[config.mk]
export PLATFORM = sky130hd
export DESIGN_NAME = fcvt_share_arbiter
export DESIGN_NICKNAME = d
export VERILOG_FILES = /design/src/rtl/fcvt_share_arbiter.sv
export SDC_FILE = /design/constraint.sdc
export NUM_CORES = 1
export LEC_CHECK = 0
export ABC_AREA = 1
export BUFFER_PORTS_ARGS = -buffer_cell sky130_fd_sc_hd__clkbuf_2
export CORE_UTILIZATION = 30
export CTS_CLUSTER_DIAMETER = 40
export CTS_CLUSTER_SIZE = 16
export DETAILED_ROUTE_END_ITERATION = 8
export GPL_ROUTABILITY_DRIVEN = 0
export SETUP_SLACK_MARGIN = 0.3
export SLEW_MARGIN = 25
export SYNTH_ARGS = -nofsm -noshare
export SYNTH_HDL_FRONTEND = slang
export SYNTH_SLANG_ARGS = --single-unit
[constraint.sdc]
create_clock -name clock -period 8.2 [get_ports clock]
set_input_delay 0.82 -clock clock [delete_from_list [all_inputs] [get_ports clock]]
set_output_delay 0.82 -clock clock [all_outputs]
set_load 0.02 [all_outputs]
[src/rtl/fcvt_share_arbiter.sv]
// Round-robin arbiter sharing one float32 -> int32 converter across NUM_REQ requesters.
// Optional macro FCVT_EXC_FLAGS_EN adds the resp_nv / resp_nx exception flag outputs.
module fcvt_share_arbiter #(
    parameter int NUM_REQ = 4,
    parameter int ID_W    = 2
) (
    input  logic                  clock,
    input  logic                  reset,
    input  logic [NUM_REQ-1:0]    req_valid,
    output logic [NUM_REQ-1:0]    req_ready,
    input  logic [32*NUM_REQ-1:0] req_op,
    input  logic [2*NUM_REQ-1:0]  req_rmode,
    output logic                  resp_valid,
    input  logic                  resp_ready,
    output logic [ID_W-1:0]       resp_id,
    output logic [31:0]           resp_res,
`ifdef FCVT_EXC_FLAGS_EN
    output logic                  resp_nv,
    output logic                  resp_nx,
`endif
    output logic                  busy
);
    localparam logic [ID_W:0]   NUM_REQ_W = (ID_W+1)'(NUM_REQ);
    localparam logic [ID_W-1:0] LAST_ID   = ID_W'(NUM_REQ - 1);

    logic [31:0] op_arr    [NUM_REQ];
    logic [1:0]  rmode_arr [NUM_REQ];

    genvar gi;
    generate
        for (gi = 0; gi < NUM_REQ; gi++) begin : g_unpack
            assign op_arr[gi]    = req_op[32*gi +: 32];
            assign rmode_arr[gi] = req_rmode[2*gi +: 2];
        end
    endgenerate

    logic            valid_a_reg;
    logic [31:0]     op_a_reg;
    logic [1:0]      rmode_a_reg;
    logic [ID_W-1:0] id_a_reg;
    logic            valid_b_reg;
    logic [31:0]     res_b_reg;
    logic [ID_W-1:0] id_b_reg;
    logic [ID_W-1:0] ptr_reg;
    logic [ID_W-1:0] ptr_next;

    logic            adv_a;
    logic            adv_b;
    logic            grant_valid;
    logic [ID_W-1:0] grant_idx;
    logic [ID_W:0]   scan_idx;
    logic            take_a;

    assign adv_b  = !valid_b_reg || resp_ready;
    assign adv_a  = !valid_a_reg || adv_b;
    assign take_a = adv_a && grant_valid && !reset;

    // Scan requesters starting at the round-robin pointer, wrapping modulo NUM_REQ.
    always_comb begin
        grant_valid = 1'b0;
        grant_idx   = '0;
        scan_idx    = '0;
        for (int k = 0; k < NUM_REQ; k++) begin
            scan_idx = {1'b0, ptr_reg} + (ID_W+1)'(k);
            if (scan_idx >= NUM_REQ_W) begin
                scan_idx = scan_idx - NUM_REQ_W;
            end
            if (!grant_valid && req_valid[scan_idx[ID_W-1:0]]) begin
                grant_valid = 1'b1;
                grant_idx   = scan_idx[ID_W-1:0];
            end
        end
    end

    always_comb begin
        req_ready = '0;
        if (take_a) begin
            req_ready[grant_idx] = 1'b1;
        end
    end

    assign ptr_next = (grant_idx == LAST_ID) ? '0 : grant_idx + ID_W'(1);

    // Conversion datapath between stage A and stage B.
    logic        cv_sign;
    logic [7:0]  exp_b;
    logic [23:0] mant;
    logic [4:0]  sh_amt;
    logic [2:0]  sl_amt;
    logic [47:0] wide;
    logic [23:0] int_part;
    logic        rnd;
    logic        stk;
    logic        inc;
    logic [31:0] mag;
    logic        nv_c;
    logic [31:0] res_c;

    always_comb begin
        cv_sign  = op_a_reg[31];
        exp_b    = op_a_reg[30:23];
        mant     = {|exp_b, op_a_reg[22:0]};
        sh_amt   = 5'(8'd150 - exp_b);
        sl_amt   = 3'(exp_b - 8'd150);
        wide     = {mant, 24'd0} >> sh_amt;
        int_part = wide[47:24];
        rnd      = wide[23];
        stk      = |wide[22:0];
        nv_c     = (exp_b >= 8'd158);
        // Below 0.5 the whole mantissa is sticky; nothing reaches the round bit.
        if (exp_b < 8'd126) begin
            int_part = '0;
            rnd      = 1'b0;
            stk      = |mant;
        end
        inc = 1'b0;
        case (rmode_a_reg)
            2'd0:    inc = rnd && (stk || int_part[0]);
            2'd1:    inc = 1'b0;
            2'd2:    inc = !cv_sign && (rnd || stk);
            default: inc = cv_sign && (rnd || stk);
        endcase
        if (exp_b >= 8'd150) begin
            mag = {8'd0, mant} << sl_amt;
        end else begin
            mag = {8'd0, int_part} + {31'd0, inc};
        end
        if (nv_c) begin
            res_c = 32'h8000_0000;
        end else if (cv_sign) begin
            res_c = ~mag + 32'd1;
        end else begin
            res_c = mag;
        end
    end

    always_ff @(posedge clock) begin
        if (reset) begin
            valid_a_reg <= 1'b0;
            op_a_reg    <= '0;
            rmode_a_reg <= '0;
            id_a_reg    <= '0;
            valid_b_reg <= 1'b0;
            res_b_reg   <= '0;
            id_b_reg    <= '0;
            ptr_reg     <= '0;
        end else begin
            if (adv_a) begin
                valid_a_reg <= grant_valid;
                if (grant_valid) begin
                    op_a_reg    <= op_arr[grant_idx];
                    rmode_a_reg <= rmode_arr[grant_idx];
                    id_a_reg    <= grant_idx;
                    ptr_reg     <= ptr_next;
                end
            end
            if (adv_b) begin
                valid_b_reg <= valid_a_reg;
                if (valid_a_reg) begin
                    res_b_reg <= res_c;
                    id_b_reg  <= id_a_reg;
                end
            end
        end
    end

`ifdef FCVT_EXC_FLAGS_EN
    logic nv_b_reg;
    logic nx_b_reg;
    logic nx_c;

    // Inexact whenever any discarded fraction bit is set on a finite in-range operand.
    assign nx_c = !nv_c && (exp_b < 8'd150) && (rnd || stk);

    always_ff @(posedge clock) begin
        if (reset) begin
            nv_b_reg <= 1'b0;
            nx_b_reg <= 1'b0;
        end else if (adv_b && valid_a_reg) begin
            nv_b_reg <= nv_c;
            nx_b_reg <= nx_c;
        end
    end

    assign resp_nv = nv_b_reg;
    assign resp_nx = nx_b_reg;
`endif

    assign resp_valid = valid_b_reg;
    assign resp_id    = id_b_reg;
    assign resp_res   = res_b_reg;
    assign busy       = valid_a_reg || valid_b_reg;

endmodule

Word level (Yosys, flattened, before mapping)
Cells that the tools add are included.
{"block": "word_totals", "ff_bits": 74, "input_bits": 143, "out_inout_bits": 40, "elab_cells": 105}
{"block": "op_classes", "addsub": 12, "magnitude_cmp": 14, "n_eq_ne": 3, "shifts": 2, "mux": 37, "bitwise": 2, "n_reduce_logical": 27}
{"cell": "$mux W32", "n": 5}
{"cell": "$bmux W32 S2", "n": 1}
{"cell": "$shr A48 B5 Y48", "n": 1}
{"cell": "$add A32 B1 Y32 const B", "n": 1}
{"cell": "$not A32 Y32", "n": 1}
{"cell": "$shl A24 B3 Y32", "n": 1}
{"cell": "$reduce_or A31 Y1", "n": 1}
{"cell": "$add A24 B1 Y25", "n": 1}
{"cell": "$mux W24", "n": 1}
{"cell": "$reduce_or A23 Y1", "n": 1}
{"cell": "$mux W2", "n": 11}
{"cell": "$ge A8 B8 Y1 const B", "n": 2}
{"cell": "$lt A2 B3 Y1 const B", "n": 5}
{"cell": "$ge A3 B3 Y1 const B", "n": 4}
{"cell": "$mux W1", "n": 11}
{"cell": "$logic_and A1 B1 Y1", "n": 9}
{"cell": "$bmux W1 S2", "n": 4}
{"cell": "$lt A8 B7 Y1 const B", "n": 1}
{"cell": "$reduce_or A8 Y1", "n": 1}
{"cell": "$sub A2 B1 Y2 const B", "n": 4}
{"cell": "$logic_not A1 Y1", "n": 7}
{"cell": "$add A2 B2 Y3 const B", "n": 2}
{"cell": "$logic_or A1 B1 Y1", "n": 5}
{"cell": "$sub A5 B5 Y5 const A", "n": 1}
{"cell": "other kinds (14)", "n": 16}

Longest topological paths before layout
Gate-level depths: netlist of run 1.
{"block": "depth", "depth_word": 19, "depth_mapped": 41, "mapped_depth_nobuf": 37}

Least setup slack after synthesis of run 1
Ideal clock, no wire load.
{"block": "synth_path", "path_type": "register to register", "startpoint": "register op_a_reg[24]", "endpoint": "register res_b_reg[17], in the netlist resp_res[17]", "setup_ns": 0.132, "arrival_time_ns": 5.115, "t_required_ns": 8.068, "path_slack_ns": 2.953, "stages_incl_launch_ff": 37, "n_path_buf": 5, "period_less_slack_ns": 5.247, "cell_sequence": "dfxtp_1 > buf_4 > inv_2 > clkbuf_1 > buf_2 > ha_1 > buf_4 > inv_2 > buf_2 > nand3_1 > nand3_1 > o21ai_0 > o21ai_0 > nand2_1 > a221oi_1 > nand3_1 > o41ai_1 > nand4_1 > nand2_1 > a21oi_1 > ha_1 > ha_1 > inv_1 > a21oi_2 > nand2_2 > nand2_1 > nand2_1 > nor2_1 > nor2_1 > nand3_1 > nor2_2 > nand3_1 > o21ai_0 > nand2_1 > xor2_1 > nand2_1 > a21oi_1"}
{"block": "synth_via", "elab_chain_cells": 13, "elab_cells_between_ends": 25, "cone_classes": "add/sub: 4; order compare: 3; shift: 2; mux: 7; bitwise: 1; reduce/logical: 8"}
{"item": "start, declared", "line_no": "38", "source": "logic [31:0] op_a_reg;"}
{"item": "start signal, assigned", "line_no": "151", "source": "op_a_reg <= op_arr[grant_idx];"}
{"item": "$sub A5 B5 Y5 / $reduce_or A8 Y1 (equally long branches)", "line_no": "103, 102"}
{"item": "$shr A48 B5 Y48", "line_no": "105", "source": "wide = {mant, 24'd0} >> sh_amt;"}
{"item": "$reduce_or A23 Y1", "line_no": "108", "source": "stk = |wide[22:0];"}
{"item": "$mux W1", "line_no": "111", "source": "if (exp_b < 8'd126) begin"}
{"item": "$logic_or A1 B1 Y1 (on tied branches)", "line_no": "120, 121, 118"}
{"item": "$logic_and A1 B1 Y1 (on tied branches)", "line_no": "121, 118, 120"}
{"item": "$pmux W1 S3", "line_no": "117", "source": "case (rmode_a_reg)"}
{"item": "$add A24 B1 Y25", "line_no": "126", "source": "mag = {8'd0, int_part} + {31'd0, inc};"}
{"item": "$mux W32", "line_no": "123", "source": "if (exp_b >= 8'd150) begin"}
{"item": "$not A32 Y32", "line_no": "131", "source": "res_c = ~mag + 32'd1;"}
{"item": "$add A32 B1 Y32", "line_no": "131"}
{"item": "$mux W32", "line_no": "130", "source": "end else if (cv_sign) begin"}
{"item": "$mux W32 (*)", "line_no": "128", "source": "if (nv_c) begin"}
{"item": "end signal, assigned", "line_no": "160", "source": "res_b_reg <= res_c;"}
{"item": "end, declared", "line_no": "42", "source": "logic [31:0] res_b_reg;"}
Mark *: on every way between the ends. The rest lies on a longest branch, timed or not.
A chain may end at the register's enable or synchronous reset.

Final worst setup path of run 1
{"block": "layout_path", "startpoint": "register op_a_reg[24]", "endpoint": "register res_b_reg[31], in the netlist resp_res[31]"}
Same word-level chain as after synthesis.

==> results of run 1 <==
[final cells by class]
cell class                 instances  area share [%]
clock buffer                       9           2.239
tap                              378           4.703
sequential                        74           14.77
multi-input combinational       1208           60.54
clock inverter                     6           1.145
timing repair buffer             191           9.729
inverter                         183           6.880
[metal layers]
metal,GRT usage (%),part of all wire [%],vias to the layer above
met4,9.696,4.1,0
met2,33.31,44,498
met5,0,0,-
met1,27.73,44,4693
met3,3.433,7.5,70
li1,-,-,5368
[worst max path at each step]
stage              endpoint  depth (start not counted)          from
2_1_floorplan  resp_res[17]                         36  op_a_reg[24]
3_3_place_gp   resp_res[30]                         31  op_a_reg[23]
3_5_place_dp   resp_res[31]                         32  op_a_reg[23]
4_1_cts        resp_res[31]                         32  op_a_reg[23]
5_1_grt        resp_res[31]                         32  op_a_reg[24]
6_report       resp_res[31]                         32  op_a_reg[24]
[logic make-up (layout without fill, tap and decap cells)]
group / Yosys count / after routing / synth area share (%)
adders and majority gates: 15 / 15 / 2.161
DFF: 74 / 74 / 17.06
buffers and inverters: 263 / 389 / 12.88
xor gates and xnor gates: 14 / 14 / 1.499
AOI/OAI and AO/OA: 281 / 281 / 18.66
muxes: 16 / 16 / 1.844
and+or+nand+nor: 882 / 882 / 45.89
[stage by stage]
| step | hold slack (ns) | std cells | util [%] | instance area (sq um) |
|---|---|---|---|---|
| 6_report | 0.4651 | 2049 | 35.71 | 10060 |
| 5_1_grt | 0.4887 | 2049 | 35.71 | 10060 |
| 4_1_cts | 0.4657 | 2049 | 35.69 | 10050 |
| 3_5_place_dp | 0.4551 | 2034 | 34.48 | 9712 |
| 3_3_place_gp | 0.4502 | 2034 | 34.48 | 9712 |
| 2_1_floorplan | 0.4300 | 1545 | - | 8683 |
[power by group]
part | total [mW] | internal (mW) | leakage (nW) | switching [mW]
Sequential | 0.673 | 0.506 | 0.610 | 0.167
Combinational | 3.77 | 1.14 | 4.18 | 2.64
Clock | 0.466 | 0.297 | 0.162 | 0.169
Total | 4.91 | 1.94 | 4.96 | 2.97
[critical path: cells and delay by family (launching register included)]
kind | cells | cell delay [ns]
AO/OA/AOI/OAI | 8 | 1.44
buffers and inverters | 5 | 1.17
adder cells (fa/ha/maj) | 3 | 1.30
flip-flops | 1 | 0.85
AND/OR/NAND/NOR | 16 | 1.87
[layout by cell type, fill, tap and decap left out, drive strengths merged, types with 2 or more instances in the layout]
cell	count
nand2	388
nor2	237
clkbuf	191
nand3	189
inv	183
o21ai	109
a21oi	90
dfxtp	74
nand4	35
o22ai	34
nor4	22
mux2i	16
a22oi	16
ha	15
buf	9
xor2	9
a31oi	8
o32ai	8
nor3	7
xnor2	5
o211ai	3
o21bai	3
bufinv	3
a21boi	2
a221oi	2
or2	2
clkinv	2
==> metrics.cfg, run 1 <==
[route]
routed_wl_mm=31.13
drtIter0Drc=1304
drc=0
routedWlPerCell_um=15.19
ant_nets=0
drtPass1Iterations=6
routed_via_density=5.187
num_vias=10629

[min_path]
min-delay-start=resp_res[26]
whs_endpoint=resp_res[26]
hp-class=reg -> reg
whs_path_depth=2

[place]
place_hpwl_mm=24.90
portBuffers=182
dp_slack_ns=1.449

[synth]
async_flop_share_pct=0
synth_top_area_share_pct=17.06
synth_flop_cell=dfxtp_1
synth_top_area_cell=dfxtp_1
yosysUniqueCellTypes=55
ys_top_cells_by_area=dfxtp_1 (17%), nand2_1 (16%), nand3_1 (10%), nor2_1 (9.4%), inv_1 (7.2%)
synth.most_common_cell=nand2_1
synth-warning-count=0
syn_area_sq_um=8683
synthTopCellsByCount=nand2_1 (366), nor2_1 (217), nand3_1 (179), inv_1 (167), o21ai_0 (104)
ys_seq_elements=74
syn-num-nets=1703
syn_inst=1545
synth_area_per_cell_sq_um=5.620
ys_seq_area_share_pct=17.06
synth_edf_count=0

[power_and_ir_drop]
cellPowerDensity_nw_per_um2=488.6
finalPower_mw=4.914
ir_drop_mv=0.2142
leakagePower_nw=4.956

[floorplanning]
floorplan.initialDensity_pct=30.83
io_pins=183
num_rows=61
core_area_sq_um=28160
die_w_um=172.1
die_area_sq_um=29630
die_height_um=172.1

[worst_setup_path]
crit_fanout=28
startpoint_type=register
worst_setup_path_end_kind=register
cpPeakStageDelay_ns=0.85
arrival_ns=6.98
reg2regPathDepth=32
path_class=reg -> reg
worstPathRequired_ns=8.44
r2r-start=op_a_reg[24]
r2r-end=resp_res[31]
rrSetupSlack_ns=1.47
cp_common_cell=nand2_1
slowest_stage=dfxtp_1

[cells_and_area]
regArea_sq_um=1485
nets=1825
fillers=3156
final_layout_size_suffix_gt1_share_pct=17.47
antenna_cells=0
syn_to_final_growth_pct=15.82
multiInputGateArea_sq_um=6088

[timing]
post-route-period-util_pct=82.12
clock_skew_ns=0.01099
hold_viol_final=0
relSlewSlack_pct=32.62
setup_viol=0
tns_ns=0
drv_slew=0
rsz0062_at_grt=no
max_freq_mhz=148.5
fin_ws_ns=1.466
fin_crit_ns=6.734
worst_slew_pin_slew_ns=1.008

[grt]
grt_pass1_wl_mm=49.46
grt-ovfl-total=0
grt_max_degree=72
antenna_found_initial=0
track_usage_pct=21.01
grt_pass1_vias=9718

[cts]
htreeDepth=3
postCtsSetupBuffers=0
clockBufferDepth=2
root_buffer=clkbuf_16
path_clk_slew_ns=0.07
cts_buffers=9
tritoncts=yes
clk_latency_ns=0.35
cts_resized=0
hold_buffers=0
clock_sinks=74

[run]
maxCapViolations=0

[outcome]
status=finished, final reports clean

No activity file was read; power rests on OpenSTA's default activity.
==> inputs of run 2 (changes only) <==
Clock period 8.2 ns to 6.3 ns, I/O delays scaled along.
==> run 2 against run 1 <==
Non-clock buffer count increased by 8. Register-to-register slack got worse by 0.54 ns. Clock-buffer cell count increased by 1. Clock power increased by 23%.
==> metrics.cfg, run 2 (synthesized netlist as in run 1, its figures left out) <==
[outcome]
status=finished, final reports clean  ; unchanged

[timing]
fin_crit_ns=5.370  ; was 6.734 ns
post-route-period-util_pct=85.23  ; was 82.12%
clock_skew_ns=0.01691  ; was 0.01099 ns
hold_viol_final=0  ; unchanged
relSlewSlack_pct=45.62  ; was 32.62%
setup_viol=0  ; unchanged
max_freq_mhz=186.2  ; was 148.5 MHz
drv_slew=0  ; unchanged
rsz0062_at_grt=no  ; unchanged
worst_slew_pin_slew_ns=0.8147  ; was 1.008 ns
tns_ns=0  ; unchanged

[cts]
root_buffer=clkbuf_16  ; unchanged
clockBufferDepth=2  ; unchanged
clock_sinks=74  ; unchanged
clk_latency_ns=0.36  ; was 0.35 ns
htreeDepth=3  ; unchanged
cts_buffers=9  ; unchanged
tritoncts=yes  ; unchanged
hold_buffers=0  ; unchanged
path_clk_slew_ns=0.07  ; about the same

[cells_and_area]
layout_commonest_cell=nand2_1  ; unchanged
nets=1833  ; was 1825
fin_area_sq_um=10100  ; was 10060 sq um
syn_to_final_growth_pct=16.28  ; was 15.82%
antenna_cells=0  ; unchanged
final_layout_size_suffix_gt1_share_pct=17.86  ; was 17.47%
final_cell_mix=nand2_1 (365), nor2_1 (216), clkbuf_2 (182)  ; unchanged
fin_cells=2058  ; was 2049

[place]
portBuffers=182  ; unchanged
post-place-cells=2042  ; was 2034
place_hpwl_mm=25.18  ; was 24.90 mm
dpl_cell_area_sq_um=9772  ; was 9712 sq um

[worst_setup_path]
path_delay_family=simple AND/OR/NAND/NOR gates  ; unchanged
arrival_ns=5.62  ; was 6.98 ns
path_buf_inv=5  ; unchanged
crit_fanout=28  ; unchanged
slowest_stage=dfxtp_1  ; unchanged
cp_common_cell=nand2_1  ; unchanged
rrSetupSlack_ns=0.93  ; was 1.47 ns
startpoint_type=register  ; unchanged
worstPathRequired_ns=6.55  ; was 8.44 ns
cpPeakStageDelay_ns=0.49  ; was 0.85 ns
path_class=reg -> reg  ; unchanged
worst_setup_path_end_kind=register  ; unchanged

[min_path]
hp-class=reg -> reg  ; unchanged

[floorplanning]
die_area_sq_um=29630  ; unchanged
die_w_um=172.1  ; unchanged
io_pins=183  ; unchanged
core_area_sq_um=28160  ; unchanged
floorplan.initialDensity_pct=30.83  ; unchanged
num_rows=61  ; unchanged
die_height_um=172.1  ; unchanged

[grt]
grt_pass1_wl_mm=50.40  ; was 49.46 mm
track_usage_pct=21.44  ; was 21.01%
antenna_found_initial=0  ; unchanged
grt-ovfl-total=0  ; unchanged
grt_pass1_vias=9878  ; was 9718
grt_max_degree=66  ; was 72

[power_and_ir_drop]
ir_drop_mv=0.2935  ; was 0.2142 mV
cellPowerDensity_nw_per_um2=633.4  ; was 488.6 nW/um^2
leakagePower_nw=4.986  ; was 4.956 nW

[route]
routed_via_density=5.243  ; was 5.187
drc=0  ; unchanged
drtPass1Iterations=6  ; unchanged
num_vias=10791  ; was 10629
routed_wl_mm=31.54  ; was 31.13 mm
ant_nets=0  ; unchanged
routedWlPerCell_um=15.33  ; was 15.19 um
drtIter0Drc=872  ; was 1304

[run]
maxCapViolations=0  ; unchanged

==> run 2: power breakdown <==
group | switching, mW | internal, mW
Sequential | 0.173 | 0.658
Combinational | 3.49 | 1.50
Clock | 0.222 | 0.349
Total | 3.88 | 2.51
==> run 2: final timing paths <==
check               start      endpoint  depth (start not counted)
max          op_a_reg[24]  resp_res[31]                         32
min          resp_res[15]  resp_res[15]                          2
max reg2reg  op_a_reg[24]  resp_res[31]                         32
min reg2reg  resp_res[15]  resp_res[15]                          2
==> run 2: what timing repair did <==
| item | 4_1_cts | 5_1_grt |
|---|---|---|
| resized for setup | 0 | 3 |
| endpoints found under the hold margin | 0 | 0 |
| setup endpoints to repair | 0 | 1 |
| setup buffers | 0 | 0 |
==> run 2: area by class of cell <==
| type | count | area (sq um) |
|---|---|---|
| repair buffers | 199 | 1039 |
| inverters | 183 | 695.7 |
| clock inverters | 6 | 90.09 |
| fillers | 3147 | 18070 |
| multi-input cells | 1208 | 6088 |
| clock buffers | 10 | 229.0 |
| well taps | 378 | 473.0 |
| flip-flops and latches | 74 | 1483 |
==> run 2: per-layer routing <==
layer | up-vias | global-route usage [%] | wire (um)
met5 | - | 0 | 0
met4 | 0 | 8.311 | 1107
met3 | 66 | 3.296 | 2329
met2 | 520 | 35.24 | 14250
met1 | 4820 | 28.00 | 13860
li1 | 5385 | - | -
==> run 2: worst register-to-register path: cells and delay by family, from the launching register on <==
family	cells	cell delay (ns)
buffers and inverters	5	0.60
AOI/OAI and AO/OA	8	1.45
and+or+nand+nor	16	1.89
DFF	1	0.49
adders and majority gates	3	0.82
==> run 2: per-stage QoR <==
| stage | hold slack [ns] | total power [mW] | setup slack [ns] | util, % |
|---|---|---|---|---|
| 4_1_cts | 0.4668 | 6.324 | 0.9451 | 35.83 |
| 3_3_place_gp | 0.4477 | 5.696 | 1.140 | 34.70 |
| 5_1_grt | 0.4817 | 7.061 | 0.3201 | 35.85 |
| 2_1_floorplan | 0.4300 | 4.578 | 1.053 | - |
| 3_5_place_dp | 0.4584 | 5.731 | 0.9505 | 34.70 |
| 6_report | 0.4659 | 6.396 | 0.9304 | 35.85 |
==> inputs of run 3 (changes only) <==
Settings changed: ABC_AREA 1 to unset, SLEW_MARGIN 25 to 20.
==> run 3 against run 2 <==
Highest routed layer unchanged. Critical path type unchanged. Via count is 10% lower. Non-clock buffer count is 92 higher. Sequential power shrank 21%.
==> metrics.cfg, run 3 <==
[power_and_ir_drop]
cellPowerDensity_nw_per_um2=359.3  ; was 633.4 nW/um^2
finalPower_mw=3.889  ; was 6.396 mW
ir_drop_mv=0.1546  ; was 0.2935 mV
leakagePower_nw=4.519  ; was 4.986 nW

[worst_setup_path]
r2r-start=op_a_reg[23]  ; was op_a_reg[24]
rrSetupSlack_ns=0.11  ; was 0.93 ns
worst_setup_path_end_kind=register  ; unchanged
startpoint_type=register  ; unchanged
path_class=reg -> reg  ; unchanged
arrival_ns=6.40  ; was 5.62 ns
r2r-end=resp_res[21]  ; was resp_res[31]
reg2regPathDepth=24  ; was 32
crit_fanout=7  ; was 28
worstPathRequired_ns=6.52  ; was 6.55 ns

[cts]
path_clk_slew_ns=0.06  ; was 0.07 ns
root_buffer=clkbuf_16  ; unchanged
cts_buffers=9  ; unchanged
clk_latency_ns=0.35  ; was 0.36 ns
clock_sinks=74  ; unchanged
clockBufferDepth=2  ; unchanged
htreeDepth=3  ; unchanged
tritoncts=yes  ; unchanged

[run]
maxCapViolations=0  ; unchanged

[grt]
grt_max_degree=64  ; was 66
grt-ovfl-total=0  ; unchanged
grt_pass1_vias=8742  ; was 9878
grt_pass1_wl_mm=48.31  ; was 50.40 mm
antenna_found_initial=0  ; unchanged
track_usage_pct=21.51  ; was 21.44%

[place]
portBuffers=182  ; unchanged
dp_slack_ns=-0.09115  ; was 0.9505 ns
dpl_cell_area_sq_um=10090  ; was 9772 sq um
place_hpwl_mm=24.66  ; was 25.18 mm

[synth]
synth_flop_cell=dfxtp_1  ; unchanged
synthTopCellsByCount=nand2_1 (134), nor2_1 (105), dfxtp_1 (74), a21oi_1 (70), clkbuf_1 (61)  ; was nand2_1 (366), nor2_1 (217), nand3_1 (179), inv_1 (167), o21ai_0 (104)
yosysUniqueCellTypes=85  ; was 55
syn_area_sq_um=8263  ; was 8683 sq um
async_flop_share_pct=0  ; unchanged
synth.most_common_cell=nand2_1  ; unchanged
synth-warning-count=0  ; unchanged
syn-num-nets=1280  ; was 1703
synth_top_area_cell=dfxtp_1  ; unchanged
synth_top_area_share_pct=17.93  ; was 17.06%
ys_seq_elements=74  ; unchanged
synth_area_per_cell_sq_um=7.364  ; was 5.620 sq um
syn_inst=1122  ; was 1545
ys_top_cells_by_area=dfxtp_1 (18%), mux2_2 (7.5%), mux2i_1 (7.1%), nand2_1 (6.1%), nor2_1 (4.8%)  ; was dfxtp_1 (17%), nand2_1 (16%), nand3_1 (10%), nor2_1 (9.4%), inv_1 (7.2%)
ys_seq_area_share_pct=17.93  ; was 17.06%
synth_edf_count=0  ; unchanged

[cells_and_area]
syn_to_final_growth_pct=31.01  ; was 16.28%
final_layout_size_suffix_gt1_share_pct=33.93  ; was 17.86%
nets=1491  ; was 1833
final_cell_mix=clkbuf_2 (182), nand2_1 (132), buf_4 (101)  ; was nand2_1 (365), nor2_1 (216), clkbuf_2 (182)
regArea_sq_um=1486  ; was 1483 sq um
antenna_cells=0  ; unchanged
fin_area_sq_um=10830  ; was 10100 sq um
utilization_pct=40.17  ; was 35.85%
layout_commonest_cell=clkbuf_2  ; was nand2_1
multiInputGateArea_sq_um=6703  ; was 6088 sq um
fillers=2732  ; was 3147

[floorplanning]
num_rows=60  ; was 61
core_area_sq_um=26950  ; was 28160 sq um
io_pins=183  ; unchanged
die_w_um=168.0  ; was 172.1 um
die_height_um=168.0  ; was 172.1 um
die_area_sq_um=28210  ; was 29630 sq um
floorplan.initialDensity_pct=30.66  ; was 30.83%

[timing]
rsz0062_at_grt=yes  ; was no
worst_slew_pin_slew_ns=1.158  ; was 0.8147 ns
fin_ws_ns=0.1104  ; was 0.9304 ns
relSlewSlack_pct=22.74  ; was 45.62%
post-route-period-util_pct=98.25  ; was 85.23%
fin_crit_ns=6.190  ; was 5.370 ns
holdWs_ns=0.4500  ; was 0.4659 ns
max_freq_mhz=161.6  ; was 186.2 MHz
hold_viol_final=0  ; unchanged
setup_viol=0  ; unchanged
drv_slew=0  ; unchanged
clock_skew_ns=0.006855  ; was 0.01691 ns

[min_path]
hp-class=reg -> reg  ; unchanged
min-delay-start=resp_res[26]  ; was resp_res[15]
whs_endpoint=resp_res[26]  ; was resp_res[15]
whs_path_depth=2  ; unchanged

[route]
ant_nets=0  ; unchanged
routedWlPerCell_um=18.80  ; was 15.33 um
routed_via_density=5.767  ; was 5.243
drc=0  ; unchanged
num_vias=9683  ; was 10791
drtPass1Iterations=5  ; was 6
drtIter0Drc=904  ; was 872
routed_wl_mm=31.57  ; was 31.54 mm

[outcome]
status=finished, final reports clean  ; unchanged

-- run 3: cell count changes after synthesis, sizes merged, moves of 16 or more --
cell	before	now
nand2	388	134
inv	181	23
nand3	189	37
nor2	237	106
mux2	0	58
mux2i	16	59
o21ai	109	66
nor3	7	29
a21oi	90	70
nand4	35	16
xnor2	5	22
a22oi	16	32
clkbuf	45	61
-- run 3: cell families after synthesis --
group,share of synthesized area [%]
simple gates,25.08
compound gates,26.50
mux,18.37
buf+inv,5.830
flops,17.93
xor+xnor,4.028
fa+ha+maj,2.271
-- run 3: where the power goes --
part	switching (mW)	total, mW	internal [mW]
combinational	1.50	2.63	1.13
sequential	0.103	0.656	0.554
clock	0.205	0.604	0.399
total	1.81	3.89	2.08
-- run 3: area by class of cell --
cell class	instances	area share [%]
Inverter	23	0.8900
Tap cell	341	3.941
Clock inverter	4	0.9131
Sequential cell	74	13.73
Multi-Input combinational cell	934	61.92
Clock buffer	12	2.277
Timing Repair Buffer	291	16.33
-- run 3: per-layer routing --
| layer | GRT usage (%) | up-vias | share of wire (%) |
|---|---|---|---|
| met5 | 0 | - | 0 |
| met4 | 7.060 | 0 | 3.0 |
| met3 | 5.289 | 79 | 9.0 |
| met2 | 33.75 | 521 | 45 |
| met1 | 28.70 | 4454 | 43 |
| li1 | - | 4629 | - |
-- run 3: worst max path at each step --
stage,from,end,slack [ns],cells past startpoint
4_1_cts,op_a_reg[23],resp_res[23],0.16,24
3_3_place_gp,op_a_reg[24],resp_res[29],-0.1,24
6_report,op_a_reg[23],resp_res[21],0.11,24
2_1_floorplan,op_a_reg[23],resp_res[31],-0.42,32
3_5_place_dp,op_a_reg[24],resp_res[31],-0.09,23
5_1_grt,op_a_reg[23],resp_res[29],-0.12,26
-- run 3: stage by stage --
stage | instances | TNS, ns
after floorplan | 1122 | -2.775
after global placement | 1648 | -0.4575
after detailed placement | 1648 | -0.4471
after CTS | 1672 | 0
after global routing | 1679 | -0.9854
final | 1679 | 0
-- run 3: timing repair --
item,4_1_cts,5_1_grt
buffers inserted,8,7
gates cloned,0,0
pin swaps,4,1
endpoints found under the setup margin,18,22
gates resized for setup,37,25
hold buffers,0,0
-- run 3: worst max-delay path: stages, from the launching register on --
cell and delay (ns):
dfxtp_4 0.39, inv_8 0.03, ha_4 0.33, buf_6 0.15, buf_6 0.10, mux2_4 0.30, mux2_4 0.28, mux4_2 0.47
or4_1 0.55, o32a_1 0.36, o32a_1 0.31, o21ai_1 0.13, a21oi_1 0.08, ha_2 0.20, inv_2 0.08, a311oi_4 0.05
and2_4 0.19, and4_4 0.14, o31ai_4 0.21, or4b_4 0.49, or4b_4 0.53, buf_4 0.18, o31ai_2 0.26, xnor2_1 0.15
o21ai_1 0.07
